### config.mk
export PLATFORM = sky130hd
export DESIGN_NAME = serial_add_seq
export DESIGN_NICKNAME = d
export VERILOG_FILES = /design/src/rtl/serial_add_seq.sv
export SDC_FILE = /design/constraint.sdc
export NUM_CORES = 1
export LEC_CHECK = 0
export ABC_AREA = 1
export CAP_MARGIN = 5
export CORE_MARGIN = 2
export CORE_UTILIZATION = 55
export CTS_BUF_LIST = sky130_fd_sc_hd__clkbuf_8
export DETAILED_ROUTE_END_ITERATION = 7
export HOLD_SLACK_MARGIN = 0.15
export PLACE_DENSITY = 0.9
export SLEW_MARGIN = 30
export SYNTH_ARGS = -nofsm -noshare
export SYNTH_HDL_FRONTEND = slang
export SYNTH_SLANG_ARGS = --single-unit
### constraint.sdc
create_clock -name clk -period 3 [get_ports clk]
set_clock_uncertainty 0.1 [all_clocks]
set_input_delay 0.6 -clock clk [delete_from_list [all_inputs] [get_ports clk]]
set_output_delay 0.6 -clock clk [all_outputs]
set_load 0.02 [all_outputs]
### src/rtl/serial_add_seq.sv
// serial_add_seq: bit-serial WIDTH-bit adder sequencer, one full-adder bit per clock, LSB first.
// Optional subtract mode is built in when SERIAL_ADD_SUB_EN is defined.
module serial_add_seq #(
  parameter int WIDTH = 8
) (
  input  logic             clk,
  input  logic             rst,
  input  logic             start,
  input  logic [WIDTH-1:0] a_in,
  input  logic [WIDTH-1:0] b_in,
  input  logic             cin,
`ifdef SERIAL_ADD_SUB_EN
  input  logic             sub,
`endif
  output logic             busy,
  output logic             done,
  output logic [WIDTH-1:0] sum_out,
  output logic             cout_out
);

  // state | meaning
  // IDLE  | waiting for start; sum_out/cout_out hold the last result
  // SHIFT | one operand bit pair added per edge, LSB first
  // DONE  | result valid for one cycle (done pulse)
  localparam int CNT_W = $clog2(WIDTH) + 1;

  typedef enum logic [1:0] {IDLE, SHIFT, DONE} state_t;

  state_t           state_q, state_d;
  logic [WIDTH-1:0] a_q, a_d;
  logic [WIDTH-1:0] b_q, b_d;
  logic [WIDTH-1:0] res_q, res_d;
  logic             carry_q, carry_d;
  logic [CNT_W-1:0] cnt_q, cnt_d;

  logic [WIDTH-1:0] load_b;
  logic             load_carry;
  logic             bit_a, bit_b, bit_c, bit_sum, bit_carry;

`ifdef SERIAL_ADD_SUB_EN
  // Subtraction as a + ~b + 1: invert B once at load and force the carry-in.
  assign load_b     = sub ? ~b_in : b_in;
  assign load_carry = sub | cin;
`else
  assign load_b     = b_in;
  assign load_carry = cin;
`endif

  assign bit_a     = a_q[0];
  assign bit_b     = b_q[0];
  assign bit_c     = carry_q;
  assign bit_sum   = bit_a ^ bit_b ^ bit_c;
  assign bit_carry = (bit_a & bit_b) | (bit_a & bit_c) | (bit_b & bit_c);

  always_comb begin
    state_d = state_q;
    a_d     = a_q;
    b_d     = b_q;
    res_d   = res_q;
    carry_d = carry_q;
    cnt_d   = cnt_q;
    case (state_q)
      IDLE: begin
        if (start) begin
          a_d     = a_in;
          b_d     = load_b;
          carry_d = load_carry;
          cnt_d   = '0;
          state_d = SHIFT;
        end
      end
      SHIFT: begin
        res_d   = {bit_sum, res_q[WIDTH-1:1]};
        a_d     = {1'b0, a_q[WIDTH-1:1]};
        b_d     = {1'b0, b_q[WIDTH-1:1]};
        carry_d = bit_carry;
        cnt_d   = cnt_q + CNT_W'(1);
        if (cnt_q == CNT_W'(WIDTH - 1)) begin
          state_d = DONE;
        end
      end
      DONE:    state_d = IDLE;
      default: state_d = IDLE;
    endcase
  end

  always_ff @(posedge clk) begin
    if (rst) begin
      state_q <= IDLE;
      a_q     <= '0;
      b_q     <= '0;
      res_q   <= '0;
      carry_q <= 1'b0;
      cnt_q   <= '0;
    end else begin
      state_q <= state_d;
      a_q     <= a_d;
      b_q     <= b_d;
      res_q   <= res_d;
      carry_q <= carry_d;
      cnt_q   <= cnt_d;
    end
  end

  // All outputs come straight from flops.
  assign busy     = (state_q == SHIFT);
  assign done     = (state_q == DONE);
  assign sum_out  = res_q;
  assign cout_out = carry_q;

endmodule

=== After elaboration in Yosys (flattened, before gate mapping) ===
Index checks and enable logic that the tools add are counted.

* Word-level logic and storage cells: 34
* Input port bits: 20
* Output and inout port bits: 11
* Bits in registers: 31

* Equal/unequal tests: 5
* Bitwise operators: 7
* Reduce and logical (&&, ||, !) cells: 4
* Add/sub/neg operators: 1
* Multiplexer cells: 11

{| class="wikitable"
|+ Operators by type and width
! kind !! count
|-
| 8-bit one-hot mux with 2 select lines || 2
|-
| 8-bit two-way mux || 2
|-
| 4-bit one-hot mux with 2 select lines || 1
|-
| 4-bit by 1-bit adder with 4-bit output (second input constant) || 1
|-
| 4-bit by 3-bit == test with 1-bit output (second input constant) || 1
|-
| 2-bit two-way mux || 2
|-
| 4-bit two-way mux || 1
|-
| 2-bit one-hot mux with 2 select lines || 1
|-
| 2-bit AND reduction || 2
|-
| 1-bit bitwise AND || 3
|-
| 2-bit by 1-bit == test with 1-bit output (second input constant) || 1
|-
| 2-bit == test (second input constant) || 1
|-
| 2-bit zero test || 1
|-
| 2-bit by 1-bit inequality test with 1-bit output (second input constant) || 1
|-
| 2-bit inequality test (second input constant) || 1
|-
| 1-bit bitwise OR || 2
|-
| 1-bit one-hot mux with 2 select lines || 1
|-
| 2-bit nonzero test || 1
|-
| 1-bit XOR || 2
|-
| 1-bit two-way mux || 1
|}

=== Depth between registers and ports, before layout ===
Gate-level depths: netlist of run 1.

* Depth in word-level cells: 4
* Mapped depth: 8
* Depth with buffers taken out: 7

=== Worst setup path after synthesis of run 1 ===
No wires, ideal clock.

* Path kind: register -> output
* Start point: register state_q[0]
* End point: output port busy
* Buffers on the path: 1
* Required time: 2.300 ns
* Arrival time: 0.720 ns
* Setup slack: 1.580 ns
* Stages on the path, launching flop included: 4
* Path through: dfxtp_1 -> nand2_4 -> inv_4 -> buf_6

* Word-level cells in the longest chain between the ends: 1

{| class="wikitable"
|+ Ends and longest elaborated chain
! element !! line !! source
|-
| start: declaration || 29 || <nowiki>state_t state_q, state_d;</nowiki>
|-
| start signal: assignment || 96 || <nowiki>state_q <= state_d;</nowiki>
|-
| 2-bit by 1-bit == test with 1-bit output || 106 || <nowiki>assign busy = (state_q == SHIFT);</nowiki>
|-
| end: declaration || 15 || <nowiki>output logic busy,</nowiki>
|}

Every way passes these cells.

=== Worst setup path in the final report of run 1 ===
Ends and elaborated chain as after synthesis.

==> results of run 1 <==
==> power by group <==
part	switching, mW	internal (mW)	total (mW)
Combinational	0.105	0.0836	0.189
Sequential	0.0230	0.444	0.467
Clock	0.143	0.206	0.349
Total	0.272	0.734	1.01
==> flip-flops by register name (all words and copies together) (netlist names) <==
register	cells
a_q	8
b_q	8
state_q	2
cout_out	1
sum_out	8
cnt_q	4
==> per-stage QoR <==
stage	setup WS (ns)	power (mW)	std cells	hold WS [ns]	util
2_1_floorplan	1.58	0.598	201	0.336	-
3_3_place_gp	0.797	0.659	252	0.349	0.685
3_5_place_dp	0.760	0.666	252	0.353	0.685
6_report	0.465	1.01	260	0.359	0.725
4_1_cts	0.466	1.01	260	0.363	0.725
5_1_grt	0.325	1.06	260	0.404	0.725
==> worst max-delay path, cell delays in order, from the launching register on <==
cell and delay (ns):
dfxtp_1 0.43, nand2_4 0.21, inv_4 0.26, clkdlybuf4s50_1 0.66
==> cell families after synthesis <==
| logic type | count (synthesis) | synth area share |
|---|---|---|
| AO/OA/AOI/OAI | 17 | 0.0608 |
| AND/OR/NAND/NOR | 122 | 0.374 |
| buffers and inverters | 29 | 0.0992 |
| flip-flops | 31 | 0.443 |
| adder cells (fa/ha/maj) | 2 | 0.0232 |
==> synthesized netlist by cell type (all sizes together) <==
master,count,area share
fa,1,0.014
nor3,1,0.0036
nor2,35,0.097
nand3,35,0.13
o21ai,14,0.050
ha,1,0.0089
inv,19,0.053
nand4,1,0.0045
dfxtp,31,0.44
a21oi,3,0.011
buf,10,0.046
nand2,50,0.14
==> worst max path at each step <==
| stage | cells past startpoint | from | to | slack (ns) |
|---|---|---|---|---|
| after global placement | 3 | state_q[0] | busy | 0.80 |
| after detailed placement | 3 | state_q[0] | busy | 0.76 |
| final | 3 | state_q[0] | busy | 0.46 |
| after floorplan | 3 | state_q[0] | busy | 1.58 |
| after CTS | 3 | state_q[0] | busy | 0.47 |
| after global routing | 3 | state_q[0] | busy | 0.32 |
==> routing by layer <==
metal  routed length [um]  track usage
met5                    0            0
met4                   37       0.0625
met3                  125       0.0656
met2                 1330        0.363
met1                 1300        0.280
==> area by class of cell <==
type                            instances  area [um2]
Timing Repair Buffer                   31         308
Clock buffer                            7        96.3
Sequential cell                        31         621
Multi-Input combinational cell        141         641
Clock inverter                          1        3.75
Inverter                               19        73.8
Fill cell                             212         674
Tap cell                               30        37.5
==> flow_summary_export.csv, run 1 <==
group,metric,value,unit
timing,fmax,394,MHz
routing,routed_via_density,5.16,
setup_path,r2r_cells,5,
die,coreArea,2450,um2
cells_and_area,layout-drive-gt1-share,0.0696,
pwr,vdd_drop_max,0.396,mV
timing,fin_crit,2.54,ns
die,die_area,2970,um2
clock_network,cts_root_buf,"clkbuf_8",
routing,routed_wirelength,2800,um
clock_network,cts_hold_buf,0,
die,die-width,54.5,um
cells_and_area,num-nets-final,251,
cells_and_area,stdcell_area,1780,um2
placement,hpwlAfterDp,1950,um
global_route,antenna_found_initial,0,
setup_path,startpoint_type,"register",
yosys,synth_nets,223,
run_status,outcome,"finished clean",
clock_network,clk_latency,0.27,ns
global_route,overflow,0,
routing,drc,0,
clock_network,htreeDepth,2,
die,start_util,0.570,
yosys,yosys_register_bits,31,
routing,num_vias,1342,
routing,antenna_left,0,
setup_path,reg2reg_from,"state_q[0]",
cells_and_area,area_growth,27.2,%
clock_network,cts_buffers,5,
die,fp.dieH,54.5,um
die,io_pins,31,
timing,fin_crit_sh,0.845,
pwr,p_leak,0.795,nW
cells_and_area,final_cell_mix,"nand2_1, nand3_1, nor2_1, dfxtp_1, clkdlybuf4s50_1",
clock_network,ctsResizeCount,0,
yosys,avgSynthCellArea,6.97,um2
timing,hold_viol_final,0,
clock_network,clock_path_buffers,2,
setup_path,r2r_end,"a_q[4]",
die,rows,18,
yosys,ys_seq_area_frac,0.443,
routing,routedWlPerCell,10.8,um
placement,place_congestion,0.744,
clock_network,path_clk_slew,0.06,ns
clock_network,tritoncts,"done",
worst_hold_path,hold_path.class,"register to register",
worst_hold_path,min_from,"a_q[7]",
pwr,power_density,565,nW/um2
timing,setup_viol,0,
yosys,yosys_warnings,0,
yosys,syn_area,1400,um2
worst_hold_path,min_to,"a_q[7]",
clock_network,clock_sinks,31,
global_route,grt_pass1_wl,4730,um
timing,tightest_slew,0.543,ns
global_route,grt_pass1_vias,1131,
timing,setup_tns,0,ns
yosys,netlist_instances,201,
global_route,grt_usage,0.221,
setup_path,cp.required,2.30,ns
placement,dpl_cell_area,1680,um2
flow_run,drv_cap,0,
setup_path,crit_path_max_fanout,25,
cells_and_area,antenna_cells,0,
cells_and_area,layout.cells.most_common,"nand2_1",
placement,numPortBuffers,30,
timing,drv_slew,0,
setup_path,cp.arrival,1.84,ns
timing,max_slew_margin,0.638,
routing,drt-initial-drc-count,32,
clock_network,cts_setup_buffers,0,
timing,rsz0062_at_grt,"false",
setup_path,path_class,"register to primary output",
worst_hold_path,hold_depth,2,
setup_path,r2r_slack,1.43,ns
yosys,ys_types,20,
global_route,grt_max_degree,26,
routing,drtPass1Iterations,4,
setup_path,cp-end-kind,"primary output",
Note: power is estimated with default switching activity, not from simulation.
==> run 2, diff against run 1 <==
CORE_UTILIZATION = 46   (was 55)
PLACE_DENSITY = 0.81   (was 0.9)
clock period = 2.1 ns   (was 3 ns; I/O delays follow)
==> flow_summary_export.csv, run 2 (same netlist as run 1, synthesis figures left out) <==
group,metric,value,unit
die,rows,20,
setup_path,startpoint_type,"register",
setup_path,r2r_slack,0.74,ns
clock_network,htreeDepth,2,
pwr,power,1.46,mW
cells_and_area,layout.cells.most_common,"nand2_1",
timing,setup_tns,0,ns
worst_hold_path,min_to,"a_q[7]",
die,die_area,3500,um2
setup_path,r2r_end,"a_q[3]",
clock_network,tritoncts,"done",
pwr,p_leak,0.814,nW
cells_and_area,area_growth,29.6,%
setup_path,crit_chain,"inv_2 -> nor2_1 -> clkdlybuf4s50_1",
run_status,outcome,"finished clean",
pwr,vdd_drop_max,0.414,mV
routing,wl_met1,1340,um
setup_path,cp.arrival,1.46,ns
die,io_pins,31,
setup_path,reg2reg_from,"state_q[1]",
pwr,power_density,803,nW/um2
cells_and_area,antenna_cells,0,
routing,num_vias,1329,
routing,routed_via_density,4.98,
routing,drtPass1Iterations,4,
routing,antenna_left,0,
clock_network,cts_hold_buf,0,
routing,met2WireLength,1380,um
setup_path,crit_path_max_fanout,4,
routing,drt-initial-drc-count,49,
worst_hold_path,hold_path.class,"register to register",
setup_path,cp-end-kind,"primary output",
timing,whs,0.357,ns
clock_network,clock_path_buffers,2,
setup_path,slowest_delay,0.62,ns
setup_path,r2r_cells,7,
die,coreArea,2980,um2
setup_path,path_class,"register to primary output",
global_route,grt_pass1_vias,1214,
routing,drc,0,
setup_path,crit_slowest_cell,"clkdlybuf4s50_1",
routing,dr.max_layer_used,"met4",
clock_network,cts_root_buf,"clkbuf_8",
timing,rsz0062_at_grt,"false",
global_route,grt_max_degree,25,
cells_and_area,num-nets-final,255,
die,fp.dieH,59.2,um
cells_and_area,layout-drive-gt1-share,0.0855,
cells_and_area,fin_util,0.609,
timing,fin_crit,1.98,ns
timing,drv_slew,0,
die,die-width,59.2,um
clock_network,cts_buffers,5,
global_route,grt_pass1_wl,5180,um
routing,routedWlPerCell,11.2,um
worst_hold_path,hold_depth,2,
timing,fmax,505,MHz
timing,tightest_slew,0.375,ns
timing,hold_viol_final,0,
worst_hold_path,min_from,"a_q[7]",
clock_network,ctsResizeCount,0,
global_route,antenna_found_initial,0,
timing,setup_viol,0,
placement,numPortBuffers,30,
global_route,overflow,0,
clock_network,path_clk_slew,0.06,ns
cells_and_area,nFillCells,289,
setup_path,cp.required,1.58,ns
die,start_util,0.470,
placement,hpwlAfterDp,2100,um
cells_and_area,final_cell_mix,"nand2_1, nand3_1, nor2_1, dfxtp_1, clkdlybuf4s50_1",
timing,max_slew_margin,0.750,
timing,fin_crit_sh,0.943,
routing,route.met3.wl,177,um
routing,routed_wirelength,2980,um
flow_run,drv_cap,0,
placement,place_congestion,0.777,
cells_and_area,final_cell_count_no_fill,267,
clock_network,clock_sinks,31,
placement,dp_cells,259,
clock_network,clk_latency,0.28,ns
global_route,grt_usage,0.198,
clock_network,cts_setup_buffers,0,
==> run 2: critical path: cells and delay by family (launching register included) <==
kind / cells / cell delay [ns]
DFF: 1 / 0.35
and+or+nand+nor: 1 / 0.13
buffers and inverters: 2 / 0.70
==> run 2: layout make-up <==
type                       count  area, um2  share of cell area
clock buffer                   7       96.3              0.0531
clock inverter                 1       3.75             0.00207
inverter                      19       73.8              0.0407
multi-input combinational    141        641               0.353
sequential                    31        621               0.342
tap                           33       41.3              0.0228
timing repair buffer          35        338               0.186
==> run 2: worst max path at each step <==
stage | start | end | slack [ns] | depth (start not counted)
final | state_q[1] | done | 0.12 | 3
after global routing | state_q[0] | busy | 0.07 | 3
after CTS | state_q[1] | done | 0.12 | 3
after detailed placement | start | a_q[0] | 0.28 | 6
after global placement | start | a_q[3] | 0.31 | 6
after floorplan | cout_out | sum_out[7] | 0.83 | 3
==> run 2: power by group <==
| group | switching [mW] | leakage, nW | internal, mW | total, mW |
|---|---|---|---|---|
| clock | 0.214 | 0.0557 | 0.294 | 0.507 |
| combinational | 0.153 | 0.504 | 0.129 | 0.282 |
| sequential | 0.0331 | 0.254 | 0.635 | 0.668 |
==> run 2: layer usage <==
layer,GRT usage,vias to the layer above
met3,0.0415,9
met5,0,-
met2,0.314,53
met4,0.127,0
met1,0.244,570
li1,-,697
==> run 2: through the flow <==
stage / cell area (um2) / setup slack [ns]
after floorplan: 1400 / 0.826
after global placement: 1710 / 0.315
after detailed placement: 1710 / 0.278
after CTS: 1810 / 0.117
after global routing: 1810 / 0.0662
final: 1810 / 0.120
==> run 3, diff against run 2 <==
CELL_PAD_IN_SITES_DETAIL_PLACEMENT = 1   (was default)
CELL_PAD_IN_SITES_GLOBAL_PLACEMENT = 2   (was default)
CORE_UTILIZATION = 24   (was 46)
CTS_BUF_LIST = default   (was sky130_fd_sc_hd__clkbuf_8)
PLACE_DENSITY = 0.78   (was 0.81)
==> flow_summary_export.csv, run 3 (same netlist as run 1, synthesis figures left out) <==
group,metric,value,unit
run_status,outcome,"finished clean",
placement,numPortBuffers,30,
global_route,overflow,0,
clock_network,clock_path_buffers,2,
clock_network,htreeDepth,2,
die,io_pins,31,
cells_and_area,nFillCells,700,
worst_hold_path,min_to,"a_q[7]",
routing,antenna_left,0,
timing,rsz0062_at_grt,"false",
worst_hold_path,hold_depth,2,
clock_network,clock_sinks,31,
placement,place_ws,0.400,ns
clock_network,cts_buffers,5,
clock_network,clk_latency,0.28,ns
routing,routed_via_density,4.51,
pwr,share_seq_of_total_power,0.474,
setup_path,r2r_cells,7,
pwr,power_switching,0.412,mW
cells_and_area,fin_util,0.332,
die,rows,27,
setup_path,path_class,"register to primary output",
pwr,swShare,0.293,
die,coreArea,5570,um2
routing,drtPass1Iterations,4,
cells_and_area,final_cell_mix,"nand2_1, nand3_1, nor2_1, dfxtp_1, clkdlybuf4s50_1",
cells_and_area,area_growth,32.3,%
setup_path,cp-end-kind,"primary output",
clock_network,cts_root_buf,"clkbuf_8",
timing,max_slew_margin,0.715,
global_route,antenna_found_initial,0,
setup_path,cp.arrival,1.45,ns
cells_and_area,multi_input_area,641,um2
clock_network,path_clk_slew,0.07,ns
timing,worst_slack,0.130,ns
global_route,grt_pass1_wl,6270,um
setup_path,reg2reg_from,"state_q[1]",
setup_path,cp-startpoint,"state_q[0]",
pwr,p_clk_frac,0.320,
die,die_area,6460,um2
placement,dp_cells,299,
pwr,p_comb_frac,0.206,
clock_network,ctsResizeCount,0,
setup_path,r2r_slack,0.61,ns
routing,num_vias,1384,
placement,place_congestion,0.692,
die,fp.dieH,80.4,um
timing,fmax,508,MHz
pwr,p_int,0.997,mW
flow_run,drv_cap,0,
setup_path,startpoint_type,"register",
setup_path,crit_path_max_fanout,4,
clock_network,tritoncts,"done",
worst_hold_path,hold_path.class,"register to register",
die,start_util,0.251,
cells_and_area,layout-drive-gt1-share,0.0851,
cells_and_area,num-nets-final,256,
timing,fin_crit,1.97,ns
routing,routed_wirelength,3750,um
setup_path,r2r_end,"a_q[0]",
cells_and_area,layout.cells.most_common,"nand2_1",
timing,hold_viol_final,0,
routing,drt-initial-drc-count,35,
setup_path,cp.required,1.58,ns
timing,setup_tns,0,ns
timing,setup_viol,0,
global_route,grt_pass1_vias,1268,
pwr,power,1.41,mW
pwr,power_density,761,nW/um2
timing,tightest_slew,0.426,ns
cells_and_area,register_area,621,um2
routing,routedWlPerCell,12.2,um
clock_network,cts_setup_buffers,0,
pwr,p_leak,0.805,nW
die,die-width,80.4,um
timing,fin_crit_sh,0.938,
global_route,grt_usage,0.130,
worst_hold_path,min_from,"a_q[7]",
cells_and_area,final_cell_count_no_fill,307,
placement,hpwlAfterDp,2650,um
timing,drv_slew,0,
clock_network,cts_hold_buf,0,
routing,drc,0,
global_route,grt_max_degree,25,
pwr,vdd_drop_max,0.248,mV
cells_and_area,antenna_cells,0,
-- run 3: cell types whose count changed in the layout (fill, tap and decap cells not counted), sizes merged --
cell    before  now
buf          5    6
inv         20   19
clkinv       0    1
-- run 3: how the worst max path moves through the flow --
stage	endpoint
2_1_floorplan	sum_out[7]
3_3_place_gp	cnt_q[2]
3_5_place_dp	cnt_q[2]
4_1_cts	done
5_1_grt	busy
6_report	busy
-- run 3: per-stage QoR --
step	area [um2]	hold WS, ns
finish	1850	0.363
CTS	1850	0.371
global placement	1770	0.348
floorplan	1400	0.336
detailed placement	1770	0.360
global route	1850	0.394
-- run 3: per-layer routing --
metal	GRT usage	wire [um]	vias to the layer above
met4	0.0458	61	0
met1	0.168	1810	651
met2	0.198	1670	32
met5	0	0	-
met3	0.0483	203	4
li1	-	-	697
-- run 3: power groups by stage --
stage                     sequential, mW  combinational, mW  clock (mW)
final                              0.668              0.290       0.451
after global routing               0.675              0.328       0.507
after CTS                          0.669              0.299       0.473
after detailed placement           0.682              0.299           0
after global placement             0.680              0.292           0
after floorplan                    0.698              0.157           0
-- run 3: final cells by class --
| class | count | area share |
|---|---|---|
| multi-input cells | 141 | 0.346 |
| flip-flops and latches | 31 | 0.335 |
| repair buffers | 36 | 0.186 |
| well taps | 72 | 0.0486 |
| clock buffers | 7 | 0.0412 |
| inverters | 19 | 0.0399 |
| clock inverters | 1 | 0.00270 |
-- run 3: worst max-delay path, stage by stage, from the launching register on --
cell             delay, ns
dfxtp_1               0.44
nand2_4               0.08
inv_4                 0.05
clkdlybuf4s50_1       0.60
